## src/rtl/regfile_write_arbiter.sv

```systemverilog
// Write-port arbiter for the register file.
//
// Two writeback requesters (A: ALU, B: load / long-latency return) share the single
// register file write port. Arbitration is round-robin with valid/ready handshakes;
// the chosen request is captured into a registered output stage that drives the write
// port directly. A saturating counter records cycles where both requesters contended.
//
// Ports:
//   clk, rst                       clock (rising edge), asynchronous active-low reset
//   a_valid/a_ready/a_reg/a_data   requester A handshake and payload
//   b_valid/b_ready/b_reg/b_data   requester B handshake and payload
//   flush                          blocks acceptance this cycle, squashes output write
//   write/write_reg/write_data     registered register file write port
//   last_grant                     last requester accepted (0 = A, 1 = B)
//   conflict_cnt                   saturating count of cycles with both valid
module regfile_write_arbiter #(
  parameter int unsigned N     = 32,
  parameter int unsigned CNT_W = 8
) (
  input  logic             clk,
  input  logic             rst,
  input  logic             a_valid,
  output logic             a_ready,
  input  logic [4:0]       a_reg,
  input  logic [N-1:0]     a_data,
  input  logic             b_valid,
  output logic             b_ready,
  input  logic [4:0]       b_reg,
  input  logic [N-1:0]     b_data,
  input  logic             flush,
  output logic             write,
  output logic [4:0]       write_reg,
  output logic [N-1:0]     write_data,
  output logic             last_grant,
  output logic [CNT_W-1:0] conflict_cnt
);

  localparam logic [CNT_W-1:0] CntMax = '1;

  logic             write_q, write_d;
  logic [4:0]       write_reg_q, write_reg_d;
  logic [N-1:0]     write_data_q, write_data_d;
  logic             last_grant_q, last_grant_d;
  logic [CNT_W-1:0] conflict_cnt_q, conflict_cnt_d;

  logic grant_a, grant_b, contend;

  // On a tie the requester that did not win last time is served.
  always_comb begin
    grant_a = 1'b0;
    grant_b = 1'b0;
    if (!flush) begin
      if (a_valid && b_valid) begin
        grant_a = last_grant_q;
        grant_b = !last_grant_q;
      end else begin
        grant_a = a_valid;
        grant_b = b_valid;
      end
    end
  end

  assign a_ready = grant_a;
  assign b_ready = grant_b;
  assign contend = a_valid && b_valid && !flush;

  always_comb begin
    write_d        = 1'b0;
    write_reg_d    = write_reg_q;
    write_data_d   = write_data_q;
    last_grant_d   = last_grant_q;
    conflict_cnt_d = conflict_cnt_q;

    // grant_* already imply valid, so a grant is an accept.
    if (grant_a) begin
      write_d      = (a_reg != 5'd0);  // x0 is accepted but never written
      write_reg_d  = a_reg;
      write_data_d = a_data;
      last_grant_d = 1'b0;
    end else if (grant_b) begin
      write_d      = (b_reg != 5'd0);
      write_reg_d  = b_reg;
      write_data_d = b_data;
      last_grant_d = 1'b1;
    end

    if (contend && (conflict_cnt_q != CntMax)) begin
      conflict_cnt_d = conflict_cnt_q + 1'b1;
    end
  end

  always_ff @(posedge clk or negedge rst) begin
    if (!rst) begin
      write_q        <= 1'b0;
      write_reg_q    <= 5'd0;
      write_data_q   <= '0;
      last_grant_q   <= 1'b1;  // A wins the first tie
      conflict_cnt_q <= '0;
    end else begin
      write_q        <= write_d;
      write_reg_q    <= write_reg_d;
      write_data_q   <= write_data_d;
      last_grant_q   <= last_grant_d;
      conflict_cnt_q <= conflict_cnt_d;
    end
  end

  assign write        = write_q;
  assign write_reg    = write_reg_q;
  assign write_data   = write_data_q;
  assign last_grant   = last_grant_q;
  assign conflict_cnt = conflict_cnt_q;

endmodule

```

## config.mk

```make
export PLATFORM = sky130hd
export DESIGN_NAME = regfile_write_arbiter
export DESIGN_NICKNAME = d
export VERILOG_FILES = /design/src/rtl/regfile_write_arbiter.sv
export SDC_FILE = /design/constraint.sdc
export NUM_CORES = 1
export LEC_CHECK = 0
export BUFFER_PORTS_ARGS = -buffer_cell sky130_fd_sc_hd__buf_2
export CAP_MARGIN = 30
export CORE_MARGIN = 2
export CORE_UTILIZATION = 40
export CTS_CLUSTER_DIAMETER = 120
export DETAILED_ROUTE_END_ITERATION = 7
export GPL_ROUTABILITY_DRIVEN = 1
export PLACE_DENSITY = 0.79
export SLEW_MARGIN = 20
export SYNTH_ARGS = -nofsm -noshare
export SYNTH_HDL_FRONTEND = slang
export SYNTH_SLANG_ARGS = --single-unit
```

## constraint.sdc

```tcl
create_clock -name clk -period 3.36 [get_ports clk]
set_clock_uncertainty 0.05 [all_clocks]
set_input_delay 1.008 -clock clk [delete_from_list [all_inputs] [get_ports clk]]
set_output_delay 1.008 -clock clk [all_outputs]
set_load 0.05 [all_outputs]
```

==> impl_metrics.toml, run 1 <==
[run_status]
status = "finished, final reports clean"

[power_and_ir_drop]
seq_power_share = 0.405
pwr-share-clk = 0.163
intPower_w = 0.00105
power_density_mw_per_mm2 = 638
p_sw_w = 0.000838
p_comb_frac = 0.432
p_leak_nw = 1.49
ir_drop_uv = 504
p_sw_frac = 0.444

[sta]
relSlewSlack = 0.545
fin_crit_sh = 0.850
worstMarginPinSlew_ps = 680
period_minus_slack_ps = 2850
setup_slack_ps = 505
hold_ws_ps = 481
finalHoldViolCount = 0
tns_ps = 0
maxSlewViolCount = 0
rsz0062_at_grt = "no"
max_freq_mhz = 350
finalSetupViolCount = 0

[final_layout]
nFillCells = 480
stdcell_count = 375
fin_nets = 386
largest_register_ffs = 32
antennaDiodeCount = 0
drive_gt1_frac = 0.466
area_growth_pct = 37.4

[clock_tree]
cts_tree = "yes"
cts.htree.levels = 2
clkTransAtPathRegs_ps = 80
cts.sink_count = 47
postCtsSetupBuffers = 0
clk_path_buf_depth = 2
postCtsHoldBufs = 0
cts_resized = 0
root_buffer = "clkbuf_8"
clock_latency_ps = 280
cts_buffers = 5

[global_route]
grt_antenna_before_repair = 0
overflow = 0
grt_max_degree = 39
grt_pass1_vias = 2037
grt_pass1_wl_um = 9440
grt_usage = 0.196

[drt]
ant_nets = 0
drc_errors = 0
dr.pass1.iters = 4
num_vias = 1970
wl_per_cell_um = 15.1
via_per_inst = 5.25
first_iter_violations = 98
wl_um = 5660

[floorplan]
design.die.area_mm2 = 0.00598
die_h_um = 77.4
core.rowCount = 26
core_mm2 = 0.00514
die_w_um = 77.4
io_pins = 128
start_util = 0.419

[setup_path]
cp-start-kind = "input pin"
end_kind = "output pin"
cp_data_required_time_ps = 2300
crit_arrival_ps = 1800
path_class = "input pin to output pin"
worstPathMaxFanout = 6

[yosys]
yosysTopAreaCell = "dfrtp_1"
synth.top_cell.area_share = 0.535
syn_nets = 260
ys_warn_count = 0
synth_commonest_cells = "46 x dfrtp_1, 37 x a221o_1, 28 x and2_1"
synth.distinct_cells = 36
ys_seq_area_frac = 0.547
yosys_register_bits = 47
syn-instance-count = 180
synthXorXnorAreaFrac = 0.00814
synth-simple-area-share = 0.172
synth-compound-area-share = 0.216
synth_async_sr_flop_share = 1.00
ys_dominant_reg_cell = "dfrtp_1"
muxShareOfSynthArea = 0.0203
synth_adder_area_share = 0.00581
synth_top_family_by_area = "compound AO/OA/AOI/OAI gates"
syn_avg_cell_area_um2 = 12.0
mappedNetlistArea_mm2 = 0.00215
synth_edf_count = 0
synth_area_leaders = "dfrtp_1 53%, a221o_1 17%, and2_1 8.1%"
post-synth-top-count-cell = "dfrtp_1"

[placed_design]
hpwl_um = 4160
dp.cells = 369
gp_congestion = 0.857
place_ws_ps = 502
portBuffers = 127

[hold_path]
hold_path.class = "register to register"

[run]
cap_violations = 0
## layout by cell type, fill, tap and decap left out, drive strengths merged
master   instances
buf            130
dfrtp           46
a221o           37
and2            37
nand2            6
clkbuf           6
nor3             5
nor2             4
o21ai            4
inv              3
a21oi            3
mux2             3
nand3            2
nand4            2
nand2b           2
a2111oi          2
a22o             1
o21bai           1
nand3b           1
mux2i            1
and4             1
xor2             1
and3             1
nor2b            1
a211oi           1
and3b            1
xnor2            1
ha               1
dfstp            1
## power groups by stage
| stage | clock network [W] | registers, W | logic [W] |
|---|---|---|---|
| 2_1_floorplan | 0 | 0.00116 | 0.000198 |
| 3_3_place_gp | 0 | 0.000767 | 0.000805 |
| 3_5_place_dp | 0 | 0.000771 | 0.000823 |
| 4_1_cts | 0.000316 | 0.000763 | 0.000824 |
| 5_1_grt | 0.000337 | 0.000780 | 0.000865 |
| 6_report | 0.000307 | 0.000764 | 0.000816 |
## kinds of logic (layout without fill, tap and decap cells)
family / count (synthesis) / after routing
simple gates: 63 / 63
flops: 47 / 47
compound gates: 49 / 49
buf+inv: 14 / 139
xor+xnor: 2 / 2
mux: 4 / 4
fa+ha+maj: 1 / 1
## per-stage QoR
stage / total power, W / cell area [um2] / util
2_1_floorplan: 0.00135 / 2150 / -
3_3_place_gp: 0.00157 / 2850 / 0.554
3_5_place_dp: 0.00159 / 2880 / 0.561
4_1_cts: 0.00190 / 2960 / 0.575
5_1_grt: 0.00198 / 2960 / 0.575
6_report: 0.00189 / 2960 / 0.575
## final timing paths
path / cells after the start / endpoint / slack [ps] / start
setup / recovery: 4 / b_ready / 510 / flush
hold / removal: 2 / last_grant$_DFFE_PN1P_ / 480 / last_grant$_DFFE_PN1P_
setup reg to reg: 4 / conflict_cnt[1]$_DFFE_PN0P_ / 1790 / conflict_cnt[0]$_DFFE_PN0P_
hold reg to reg: 2 / last_grant$_DFFE_PN1P_ / 480 / last_grant$_DFFE_PN1P_
max in group asynchronous: 2 / write_data[28]$_DFFE_PN0P_ / 2090 / rst
min in group asynchronous: 1 / conflict_cnt[5]$_DFFE_PN0P_ / 660 / rst
## cell type report
cell class	count	area [um2]	area share
sequential	47	1180	0.398
multi-input combinational	119	930	0.314
timing repair buffer	130	678	0.229
tap	70	87.6	0.0296
clock buffer	6	72.6	0.0245
inverter	3	11.3	0.00381
## layer usage
layer,share of wire,track usage
met1,0.41,0.239
met2,0.51,0.355
met3,0.070,0.0337
met4,0.0092,0.0571
met5,0,0
## worst max-delay path, cell delays in order
cell and delay, ps:
buf_2 120, nand2b_2 230, a21oi_4 150, buf_2 280
Note: power is estimated with default switching activity, not from simulation.
==> run 2: changes to the inputs <==
==> constraint.sdc (replaced) <==
create_clock -name clk -period 2.9 [get_ports clk]
set_clock_uncertainty 0.05 [all_clocks]
set_input_delay 0.87 -clock clk [delete_from_list [all_inputs] [get_ports clk]]
set_output_delay 0.87 -clock clk [all_outputs]
set_load 0.05 [all_outputs]
==> run 2 against run 1 <==
Effect of this change:
- sequential share of layout area decreased by 0.43 points
- sequential cell count unchanged
- via count about the same
- global-route usage decreased by 0.85 points
- worst setup slack got worse by 170 ps
- sequential power increased by 16%
- critical path depth unchanged
- power increased by 23%
- utilization increased by 0.63 points
- cell count increased by 0.80%
- critical path type unchanged
- highest routed layer unchanged
==> impl_metrics.toml, run 2 (synthesized netlist as in run 1, its figures left out) <==
[drt]
wl_per_cell_um = 14.6
first_iter_violations = 78
num_vias = 1971
ant_nets = 0
drc_errors = 0
via_per_inst = 5.21
dr.pass1.iters = 5
wl_um = 5520

[global_route]
grt_usage = 0.188
grt_pass1_vias = 1917
use_met2 = 0.323
grt_max_degree = 48
overflow = 0
met3_usage = 0.0384
busiest_layer = "met2"
grt_antenna_before_repair = 0
globalRouteMet1Util = 0.240
grt_pass1_wl_um = 9010

[run_status]
status = "finished, final reports clean"

[clock_tree]
cts_tree = "yes"
clock_latency_ps = 290
clk_path_buf_depth = 2
postCtsHoldBufs = 0
postCtsSetupBuffers = 0
cts_buffers = 5
cts.sink_count = 47
cts.htree.levels = 2
cts_resized = 0
root_buffer = "clkbuf_8"
clkTransAtPathRegs_ps = 80

[sta]
worstMarginPinSlew_ps = 678
fin_crit_sh = 0.884
max_freq_mhz = 390
setup_slack_ps = 336
finalHoldViolCount = 0
tns_ps = 0
maxSlewViolCount = 0
relSlewSlack = 0.548
period_minus_slack_ps = 2560
finalSetupViolCount = 0
hold_ws_ps = 478
rsz0062_at_grt = "no"

[placed_design]
place_area_mm2 = 0.00287
gp_congestion = 0.820
hpwl_um = 4040
portBuffers = 127
place_ws_ps = 322

[final_layout]
antennaDiodeCount = 0
nFillCells = 460
drive_gt1_frac = 0.474
fin_nets = 387
final_util = 0.582
area_growth_pct = 38.9
largest_register_ffs = 32
fin_area_mm2 = 0.00299
final_common_cell = "buf_2"
mostFrequentLayoutCells = "127 x buf_2, 46 x dfrtp_1, 37 x a221o_1, 28 x and2_1, 9 x and2_0"

[setup_path]
end_kind = "output pin"
worstPathMaxFanout = 6
path_class = "input pin to output pin"
cp_data_required_time_ps = 1980
cp-start-kind = "input pin"
crit_arrival_ps = 1640

[floorplan]
start_util = 0.419
core.rowCount = 26
die_w_um = 77.4
die_h_um = 77.4
io_pins = 128
design.die.area_mm2 = 0.00598
core_mm2 = 0.00514

[power_and_ir_drop]
p_leak_nw = 1.51
ir_drop_uv = 500
power_density_mw_per_mm2 = 775

[hold_path]
hold_path.class = "register to register"

[run]
cap_violations = 0
[run 2: where the power goes]
group / switching [W] / internal (W)
combinational: 0.000674 / 0.000266
clock: 0.000212 / 0.000279
sequential: 0.000100 / 0.000784
[run 2: worst paths after layout]
check | from | end | slack, ps | cells past startpoint
max in group asynchronous | rst | write_data[4]$_DFFE_PN0P_ | 1790 | 2
max reg2reg | conflict_cnt[0]$_DFFE_PN0P_ | conflict_cnt[1]$_DFFE_PN0P_ | 1320 | 4
max | flush | b_ready | 340 | 4
min reg2reg | last_grant$_DFFE_PN1P_ | last_grant$_DFFE_PN1P_ | 480 | 2
min | last_grant$_DFFE_PN1P_ | last_grant$_DFFE_PN1P_ | 480 | 2
min in group asynchronous | rst | conflict_cnt[5]$_DFFE_PN0P_ | 600 | 2
[run 2: layer usage]
layer / vias up / share of wire
li1: 938 / -
met2: 77 / 0.51
met4: 0 / 0.0062
met1: 954 / 0.43
met5: - / 0
met3: 2 / 0.056
[run 2: stage by stage]
step                total power (W)  std cells
floorplan                   0.00157        180
global placement            0.00182        369
detailed placement          0.00184        370
CTS                         0.00234        378
global route                0.00243        378
finish                      0.00232        378
[run 2: final cells by class]
class | instances | area [um2] | area share
sequential | 47 | 1180 | 0.394
clock inverter | 2 | 35.0 | 0.0117
inverter | 3 | 11.3 | 0.00377
multi-input combinational | 119 | 922 | 0.308
timing repair buffer | 131 | 673 | 0.225
tap | 70 | 87.6 | 0.0293
clock buffer | 6 | 82.6 | 0.0276
[run 2: critical path, stage by stage]
cell and delay [ps]:
buf_2 110, nand2b_2 230, a21oi_4 150, buf_2 280
